**src/rtl/half_adder_top.sv**
```systemverilog
// Single-bit half adder: combinational {C,S} = A+B, plus a one-stage registered
// copy with valid tracking and independently saturating operation/carry counters.
module half_adder_top #(
  parameter int CNT_W = 8
) (
  input  logic             clk,
  input  logic             rst,
  input  logic             A,
  input  logic             B,
  input  logic             valid_in,
  output logic             C,
  output logic             S,
  output logic             C_q,
  output logic             S_q,
  output logic             valid_out,
  output logic [CNT_W-1:0] op_count,
  output logic [CNT_W-1:0] carry_count
);

  typedef struct packed {
    logic             carry;
    logic             sum;
    logic             vld;
    logic [CNT_W-1:0] ops;
    logic [CNT_W-1:0] carries;
  } state_t;

  state_t state_d, state_q;

  // Increment that sticks at all-ones instead of wrapping.
  function automatic logic [CNT_W-1:0] sat_inc(input logic [CNT_W-1:0] v,
                                               input logic             en);
    if (en && (v != {CNT_W{1'b1}})) return v + CNT_W'(1);
    return v;
  endfunction

  // Combinational path is live at all times, reset included.
  assign C = A & B;
  assign S = A ^ B;

  always_comb begin
    // NOTE: assigning every field a default first keeps this block latch-free.
    state_d     = state_q;
    state_d.vld = valid_in;
    if (valid_in) begin
      state_d.carry   = A & B;
      state_d.sum     = A ^ B;
      state_d.ops     = sat_inc(state_q.ops, 1'b1);
      state_d.carries = sat_inc(state_q.carries, A & B);
    end
  end

  // Reset wins over valid_in, discarding any operation presented on that edge.
  always_ff @(posedge clk) begin
    // NOTE: non-blocking assignment so every register samples pre-edge values.
    if (rst) state_q <= '0;
    else     state_q <= state_d;
  end

  assign C_q         = state_q.carry;
  assign S_q         = state_q.sum;
  assign valid_out   = state_q.vld;
  assign op_count    = state_q.ops;
  assign carry_count = state_q.carries;

endmodule

```
**config.mk**
```make
export PLATFORM = sky130hd
export DESIGN_NAME = half_adder_top
export DESIGN_NICKNAME = d
export VERILOG_FILES = /design/src/rtl/half_adder_top.sv
export SDC_FILE = /design/constraint.sdc
export NUM_CORES = 1
export LEC_CHECK = 0
export ABC_CLOCK_PERIOD_IN_PS = 2350
export BUFFER_PORTS_ARGS = -buffer_cell sky130_fd_sc_hd__buf_4
export CAP_MARGIN = 20
export CORE_MARGIN = 2
export CORE_UTILIZATION = 53
export DETAILED_ROUTE_END_ITERATION = 12
export PLACE_DENSITY = 0.88
export REMOVE_ABC_BUFFERS = 1
export SYNTH_ARGS = -nofsm -noshare
export SYNTH_HDL_FRONTEND = slang
export SYNTH_SLANG_ARGS = --single-unit
```
**constraint.sdc**
```tcl
create_clock -name clk -period 2.35 [get_ports clk]
set_input_delay 0.47 -clock clk [delete_from_list [all_inputs] [get_ports clk]]
set_output_delay 0.47 -clock clk [all_outputs]
set_load 0.01 [all_outputs]
```
==> results of run 1 <==
[worst reg2reg max path, delay by kind of cell, from the launching register on]
kind / cells / cell delay, ns
adders and majority gates: 1 / 0.23
AOI/OAI and AO/OA: 1 / 0.36
xor gates and xnor gates: 1 / 0.17
DFF: 1 / 0.36
and+or+nand+nor: 2 / 0.32
[layout make-up]
cell class	instances	share of cell area, %
clock inverters	1	0.450
clock buffers	3	2.02
repair buffers	25	16.9
flip-flops and latches	19	34.2
inverters	1	0.337
multi-input cells	73	44.3
well taps	16	1.80
[per-layer routing]
layer / part of all wire [%] / up-vias / GRT usage [%]
li1: - / 401 / -
met5: 0 / - / 0
met1: 46 / 366 / 26.6
met2: 47 / 26 / 32.6
met4: 2.1 / 0 / 10.0
met3: 4.5 / 6 / 3.60
[worst paths after layout]
| kind | start | endpoint | slack (ns) | cells after the start |
|---|---|---|---|---|
| setup / recovery | carry_count[0] | carry_count[3] | 0.80 | 5 |
| hold / removal | rst | carry_count[5] | 0.47 | 2 |
| setup reg to reg | carry_count[0] | carry_count[3] | 0.80 | 5 |
| hold reg to reg | C_q | C_q | 0.50 | 2 |
[flip-flops by register name (all words and copies together), names as in the netlist]
name / flops
op_count: 8
C_q: 1
S_q: 1
carry_count: 8
valid_out: 1
[stage by stage]
| stage | hold WS, ns | total power, mW |
|---|---|---|
| floorplan | 0.487 | 0.367 |
| CTS | 0.471 | 0.562 |
| global route | 0.485 | 0.578 |
| detailed placement | 0.470 | 0.400 |
| finish | 0.471 | 0.560 |
| global placement | 0.467 | 0.397 |
[cells in the final DEF (no fill, tap or decap)]
cell	instances
a2111oi_4	1
mux2i_1	3
nor2b_1	1
o211ai_1	2
dfxtp_1	19
and4_4	1
a211oi_1	3
nor2_1	15
o21ai_1	3
a311oi_1	1
nor3_1	4
a21o_1	1
xnor2_1	4
and3_1	2
nand2_1	3
a21oi_1	5
a31oi_1	1
xor2_1	5
clkinv_2	1
nor4_2	1
nand2b_1	1
nand3_1	5
ha_1	3
and2_1	1
buf_4	25
nand2_2	1
o2111ai_1	1
inv_1	1
and4_1	2
clkbuf_4	3
nand4_1	3
[power breakdown]
group          switching [mW]  internal, mW
clock network           0.104        0.0634
registers             0.00665         0.330
logic                  0.0284        0.0270
total                   0.139         0.420
[Yosys cell counts, types with 2 or more instances]
master,n,area [um^2]
xor2_1,5,43.8
dfxtp_1,19,380
a21oi_1,5,25.0
mux2i_1,3,30.0
nand2_1,3,11.3
xnor2_1,4,35.0
o21ai_1,3,15.0
nand3_1,5,25.0
nand4_1,3,18.8
nor2_1,15,56.3
nor3_1,4,20.0
a211oi_1,3,22.5
ha_1,3,37.5
and4_1,2,17.5
and3_1,2,12.5
o211ai_1,2,15.0
[cell families (layout without fill, tap and decap cells)]
group,after synthesis,in the layout
adders and majority gates,3,3
DFF,19,19
and+or+nand+nor,40,40
AOI/OAI and AO/OA,18,18
xor gates and xnor gates,9,9
buffers and inverters,4,30
muxes,3,3
==> impl_metrics.toml, run 1 <==
[final_layout]
drive_above_1_share_pct = 27.0
design_area_mm2 = 0.00111
utilization_pct = 72.2
num-nets-final = 131
multi_input_area_um2 = 493
final_cells = 138
fill_cells = 126
synthToLayoutAreaGrowth_pct = 24.7
regArea_um2 = 380
n_antenna_cell = 0

[drt]
routed_wl_mm = 1.98
vias = 799
vias_per_cell = 5.79
ant_nets = 0
drt_iter0_drc = 19
wire_per_inst_um = 14.4
drc = 0
drt_pass1_iterations = 4

[cts]
cts_resized = 0
h-tree-depth = 1
root_buffer = "clkbuf_4"
cts_buffers = 3
cts_max_path_buffers = 2
post-cts-setup-buffers = 0
cts_tree = "built"
cts.clk_slew.worst_paths_ns = 0.11
cts_sinks = 19
ctsHoldBuffers = 0
clk_latency_ns = 0.30

[synth]
async_flop_share_pct = 0
synth.mux.area_fraction_pct = 3.37
synth_edf_count = 0
syn_inst = 96
synth_ff_type = "dfxtp_1"
synth.distinct_cells = 31
synth-seq-cells = 19
yosys.area_share.adder_pct = 4.21
synth_xor_area_share_pct = 8.84
synth_area_um2 = 892
synth_warnings = 0
synth_compound_area_share_pct = 15.3
synth_top_family_by_area = "simple AND/OR/NAND/NOR gates"
synth_seq_area_share_pct = 42.6
syn_area_per_cell_um2 = 9.29
synthSimpleGateAreaFrac_pct = 23.6

[timing]
final_hold_viol_count = 0
setup_viol = 0
maxSlewViolCount = 0
fin_crit_ns = 1.55
rsz0062_at_grt = "no"
finalCritPeriodShare_pct = 65.8
slew-limit-headroom_pct = 76.4
max_slew.worst_pin.slew_ns = 0.353
final.setup.tns_ns = 0
finClkSkew_ns = 0.00688
fin_ws_ns = 0.803
fmax_ghz = 0.646

[placed_design]
port_buffers = 25
dp.cells = 134
dpl_cell_area_mm2 = 0.00108
place_ws_ns = 0.729
globalplace.congestion = 0.857
hpwl_mm = 1.43

[flow_run]
cap_violations = 0

[setup_path]
worstPathCellList = "ha_1, and3_1, a211oi_1, xnor2_1, nor2_1"
crit_fanout = 5
critical_path_class = "reg2reg"
crit_family = "flip-flops"
start_kind = "flip-flop"
critPathRequiredTime_ns = 2.54
crit_buf_inv = 0
worst_setup_path_end_kind = "flip-flop"
cpMaxStageDelayCell = "dfxtp_1"
crit_arrival_ns = 1.74
cpPeakStageDelay_ns = 0.36

[global_route]
grtUsageTotal_pct = 20.5
antenna_found_initial = 0
grt_max_degree = 20
grt_pass1_vias = 714
overflow = 0
grt_first_pass_wirelength_mm = 3.07

[die]
std_cell_rows = 14
die_h_um = 45.0
die_area_mm2 = 0.00203
die_x_um = 45.0
core-area_mm2 = 0.00154
initial_core_util_pct = 57.9
num_io_pins = 26

[power_and_ir_drop]
vdd_drop_max_mv = 0.399
p_per_area_mw_per_mm2 = 503
p_leak_nw = 0.453

[hold_path]
hp-class = "in2reg"

[outcome]
status = "finished clean"
Note: power is estimated with default switching activity, not from simulation.
==> run 2, diff against run 1 <==
Settings changed: ABC_CLOCK_PERIOD_IN_PS 2350 to 1500, CORE_UTILIZATION 53 to 49, PLACE_DENSITY 0.88 to 0.83.
Clock period 2.35 ns to 1.5 ns, I/O delays scaled along.
==> impl_metrics.toml, run 2 (synthesis gave the netlist of run 1 again) <==
[drt]
drt_iter0_drc = 14
vias = 807
vias_per_cell = 5.42
drt_pass1_iterations = 6
drc = 0
routed_wl_mm = 1.93
ant_nets = 0
wire_per_inst_um = 13.0

[final_layout]
final_cell_mix = "27 x buf_4, 18 x dfxtp_1, 15 x nor2_1"
layout_commonest_cell = "buf_4"
utilization_pct = 66.7
synthToLayoutAreaGrowth_pct = 29.0
fill_cells = 155
drive_above_1_share_pct = 31.5
n_antenna_cell = 0
num-nets-final = 133

[global_route]
overflow = 0
antenna_found_initial = 0
grt_max_degree = 20
grt_pass1_vias = 718
use_met2_pct = 30.6
use_met3_pct = 2.75
use_met1_pct = 26.6
busiest_layer = "met2"
grtUsageTotal_pct = 20.1
grt_first_pass_wirelength_mm = 3.05

[placed_design]
port_buffers = 25
hpwl_mm = 1.35
globalplace.congestion = 0.749

[setup_path]
reg2reg_to = "carry_count[7]"
cpPeakStageDelay_ns = 0.36
crit_arrival_ns = 1.62
worstPathCellList = "ha_1, and3_4, a2111oi_4, xnor2_1, nor2_1"
cpMaxStageDelayCell = "dfxtp_2"
critPathRequiredTime_ns = 1.70
r2r_slack_ns = 0.08
crit_fanout = 5
worst_setup_path_end_kind = "flip-flop"
r2r_start = "carry_count[0]"
reg2reg_depth = 5
critical_path_class = "reg2reg"
start_kind = "flip-flop"

[timing]
finalCritPeriodShare_pct = 94.5
final.setup.tns_ns = 0
final_hold_viol_count = 0
setup_viol = 0
maxSlewViolCount = 0
slew-limit-headroom_pct = 82.0
fmax_ghz = 0.705
fin_crit_ns = 1.42
finClkSkew_ns = 0.000504
rsz0062_at_grt = "yes"
max_slew.worst_pin.slew_ns = 0.269

[power_and_ir_drop]
switchingPower_uw = 229
p_leak_nw = 0.461
power_uw = 894
p_clk_share_pct = 30.5
vdd_drop_max_mv = 0.580
swShare_pct = 25.6
combPwrFrac_pct = 10.6
power_frac_seq_pct = 58.9
p_per_area_mw_per_mm2 = 777
p_int_uw = 665

[cts]
clk_latency_ns = 0.31
h-tree-depth = 1
cts_buffers = 3
cts_sinks = 19
root_buffer = "clkbuf_4"
cts_tree = "built"
cts_max_path_buffers = 2
ctsHoldBuffers = 0
cts.clk_slew.worst_paths_ns = 0.12

[hold_path]
hp-start = "rst"
hp-class = "in2reg"
min_to = "C_q"
hold_path_depth = 2

[die]
core-area_mm2 = 0.00173
num_io_pins = 26
die_area_mm2 = 0.00218
std_cell_rows = 15
die_x_um = 46.7
initial_core_util_pct = 51.7
die_h_um = 46.7

[outcome]
status = "finished clean"

[flow_run]
cap_violations = 0
run 2: cell types whose count changed in the layout (fill, tap and decap cells not counted):
cell     previous run  this run
and3_1              2         1
o21ai_1             3         2
o21ai_2             0         1
buf_4              25        27
ha_1                3         2
dfxtp_2             0         1
ha_2                0         1
dfxtp_1            19        18
and3_4              0         1
run 2: how the worst max path moves through the flow:
stage | start | end | slack, ns | depth (start not counted)
6_report | carry_count[0] | carry_count[7] | 0.08 | 5
3_3_place_gp | carry_count[0] | carry_count[7] | 0.08 | 5
3_5_place_dp | carry_count[0] | carry_count[7] | 0.03 | 5
4_1_cts | carry_count[0] | carry_count[7] | 0.01 | 5
5_1_grt | carry_count[1] | carry_count[2] | -0.005 | 5
2_1_floorplan | carry_count[0] | carry_count[7] | 0.08 | 5
run 2: area by class of cell:
cell class                      count  area (um^2)  share of cell area (%)
Sequential cell                    19          382                    33.2
Inverter                            1         3.75                   0.326
Multi-Input combinational cell     73          504                    43.8
Tap cell                           25         31.3                    2.72
Clock inverter                      1         5.00                   0.435
Clock buffer                        3         22.5                    1.96
Timing Repair Buffer               27          203                    17.6
run 2: critical path: cells and delay by family (launching register included):
kind | cells | cell delay, ns
and+or+nand+nor | 2 | 0.26
xor gates and xnor gates | 1 | 0.16
AOI/OAI and AO/OA | 1 | 0.31
adders and majority gates | 1 | 0.23
DFF | 1 | 0.36
run 2: routing by layer:
layer | routed length [um] | up-vias | share of wire (%)
met2 | 919 | 19 | 48
met4 | 37 | 0 | 1.9
met3 | 83 | 4 | 4.3
li1 | - | 405 | -
met5 | 0 | - | 0
met1 | 889 | 379 | 46
run 2: what timing repair did:
action,4_1_cts,5_1_grt
setup buffers,0,0
gates resized for setup,0,5
setup endpoints to repair,0,9
run 2: power groups by stage:
stage / sequential (mW) / clock [mW] / combinational [mW]
5_1_grt: 0.529 / 0.292 / 0.104
2_1_floorplan: 0.543 / 0 / 0.0318
3_5_place_dp: 0.537 / 0 / 0.0946
4_1_cts: 0.526 / 0.275 / 0.0947
6_report: 0.527 / 0.272 / 0.0951
3_3_place_gp: 0.536 / 0 / 0.0919
run 2: stage by stage:
stage               std cells  hold WS, ns  instance area, um^2  setup WS [ns]
floorplan                  93        0.369                  877         0.0804
global placement          145        0.470                 1110         0.0823
detailed placement        145        0.480                 1110         0.0335
CTS                       149        0.297                 1140         0.0136
global route              149        0.308                 1150       -0.00481
finish                    149        0.295                 1150         0.0825
==> run 3, diff against run 2 <==
Settings changed: ABC_AREA from default to 1, ABC_CLOCK_PERIOD_IN_PS 1500 to 1520, CORE_UTILIZATION 49 to 51, HOLD_SLACK_MARGIN from default to 0.1, PLACE_DENSITY 0.83 to 0.84.
Clock period 1.5 ns to 1.52 ns, I/O delays scaled along.
==> impl_metrics.toml, run 3 <==
[synth]
synth.top_cells.by_area = "dfxtp_1 38%, nand2_1 11%, nor2_1 8.3%"
netlist.top_cell.by_area = "dfxtp_1"
synth-seq-cells = 19
synth.distinct_cells = 21
syn_inst = 140
synth_area_um2 = 997
synth_seq_area_share_pct = 38.1
synth_warnings = 0
synth_edf_count = 0
synth_most_common_cell = "nand2_1"
ys_top_cells_by_count = "30 x nand2_1, 22 x nor2_1, 19 x dfxtp_1, 15 x inv_1, 14 x nand3_1"
syn_area_per_cell_um2 = 7.12
synth_ff_type = "dfxtp_1"
synth.top_cell.area_share_pct = 38.1
async_flop_share_pct = 0

[timing]
final.setup.tns_ns = 0
fin_ws_ns = 0.188
rsz0062_at_grt = "no"
setup_viol = 0
max_slew.worst_pin.slew_ns = 0.330
maxSlewViolCount = 0
final_hold_viol_count = 0
fmax_ghz = 0.751
finClkSkew_ns = 0.00177
fin_crit_ns = 1.33
slew-limit-headroom_pct = 78.0
finalCritPeriodShare_pct = 87.6

[placed_design]
port_buffers = 25
globalplace.congestion = 0.806
hpwl_mm = 1.58
place_ws_ns = 0.187

[cts]
ctsHoldBuffers = 0
cts.clk_slew.worst_paths_ns = 0.10
cts_tree = "built"
cts_buffers = 3
cts_sinks = 19
cts_resized = 0
clk_latency_ns = 0.29
h-tree-depth = 1
root_buffer = "clkbuf_4"
post-cts-setup-buffers = 0
cts_max_path_buffers = 2

[setup_path]
start_kind = "flip-flop"
crit_arrival_ns = 1.53
critical_path_class = "reg2reg"
cpPeakStageDelay_ns = 0.42
worst_setup_path_end_kind = "flip-flop"
crit_family = "simple AND/OR/NAND/NOR gates"
worstPathCellList = "ha_1, nand2_1, nor2_4, nand2_4, nand3_1, nand2_1, nand2_1, nor2_1"
critPathRequiredTime_ns = 1.72
crit_fanout = 9
cpMaxStageDelayCell = "dfxtp_1"
crit_buf_inv = 0
path_common_cell = "nand2_1"

[die]
std_cell_rows = 15
die_h_um = 48.2
die_area_mm2 = 0.00233
die_x_um = 48.2
core-area_mm2 = 0.00178
num_io_pins = 26
initial_core_util_pct = 55.9

[drt]
wire_per_inst_um = 10.6
vias_per_cell = 5.03
drc = 0
drt_pass1_iterations = 4
routed_wl_mm = 2.02
drt_iter0_drc = 7
ant_nets = 0
vias = 960

[final_layout]
drive_above_1_share_pct = 23.5
utilization_pct = 68.5
n_antenna_cell = 0
final_cell_mix = "30 x nand2_1, 25 x buf_4, 22 x nor2_1"
num-nets-final = 175
layout_commonest_cell = "nand2_1"
synthToLayoutAreaGrowth_pct = 22.5
fill_cells = 175

[power_and_ir_drop]
p_clk_share_pct = 29.5
power_frac_seq_pct = 60.7
p_per_area_mw_per_mm2 = 698
power_uw = 853
p_leak_nw = 0.579
combPwrFrac_pct = 9.8
switchingPower_uw = 204
p_int_uw = 649
swShare_pct = 23.9
vdd_drop_max_mv = 0.468

[global_route]
grt_first_pass_wirelength_mm = 3.15
grt_max_degree = 12
antenna_found_initial = 0
grt_pass1_vias = 785
overflow = 0
grtUsageTotal_pct = 19.1

[outcome]
status = "finished clean"

[hold_path]
hp-class = "in2reg"

[flow_run]
cap_violations = 0
run 3: cell types whose count changed after synthesis, sizes merged, moves of 2 or more:
cell,change
nand3,+10
nand3b,+2
inv,+14
nor3,-2
and4,-3
mux2i,-3
o211ai,-2
xnor2,-4
a211oi,-3
xor2,-4
a21oi,+7
nand2,+30
nor2,+11
run 3: power by group through the flow:
| stage | Combinational, mW | Clock [mW] | Sequential, mW |
|---|---|---|---|
| after detailed placement | 0.0837 | 0 | 0.529 |
| after CTS | 0.0841 | 0.258 | 0.518 |
| after floorplan | 0.0361 | 0 | 0.533 |
| after global placement | 0.0815 | 0 | 0.528 |
| final | 0.0833 | 0.252 | 0.518 |
| after global routing | 0.0930 | 0.280 | 0.519 |
run 3: worst paths after layout:
path,from,to,slack (ns),cells past startpoint
min,rst,carry_count[3],0.23,2
max reg2reg,carry_count[0],carry_count[6],0.19,8
max,carry_count[0],carry_count[6],0.19,8
min reg2reg,C_q,C_q,0.47,2
run 3: per-layer routing:
metal | vias up | part of all wire [%] | global-route usage, %
li1 | 505 | - | -
met1 | 433 | 48 | 26.3
met2 | 20 | 48 | 30.0
met3 | 2 | 3.7 | 2.22
met4 | 0 | 0.84 | 8.11
met5 | - | 0 | 0
run 3: kinds of logic after synthesis:
family,after synthesis,synth area share (%)
adders and majority gates,3,3.76
and+or+nand+nor,82,40.5
xor gates and xnor gates,1,0.878
DFF,19,38.1
AOI/OAI and AO/OA,16,8.41
buffers and inverters,19,8.28
run 3: worst register-to-register path, delay by kind of cell, from the launching register on:
kind / cells / cell delay, ns
simple gates: 7 / 0.63
flops: 1 / 0.42
fa+ha+maj: 1 / 0.20
run 3: layout make-up:
class	instances	area [um^2]	area share, %
well taps	25	31.3	2.56
flip-flops and latches	19	380	31.1
inverters	16	61.3	5.02
multi-input cells	102	534	43.8
repair buffers	25	188	15.4
clock buffers	4	26.3	2.15
run 3: stage by stage:
stage / cells / instance area [um^2] / hold WS, ns
after floorplan: 137 / 976 / 0.366
after global placement: 187 / 1190 / 0.453
after detailed placement: 187 / 1190 / 0.461
after CTS: 191 / 1220 / 0.222
after global routing: 191 / 1220 / 0.221
final: 191 / 1220 / 0.228
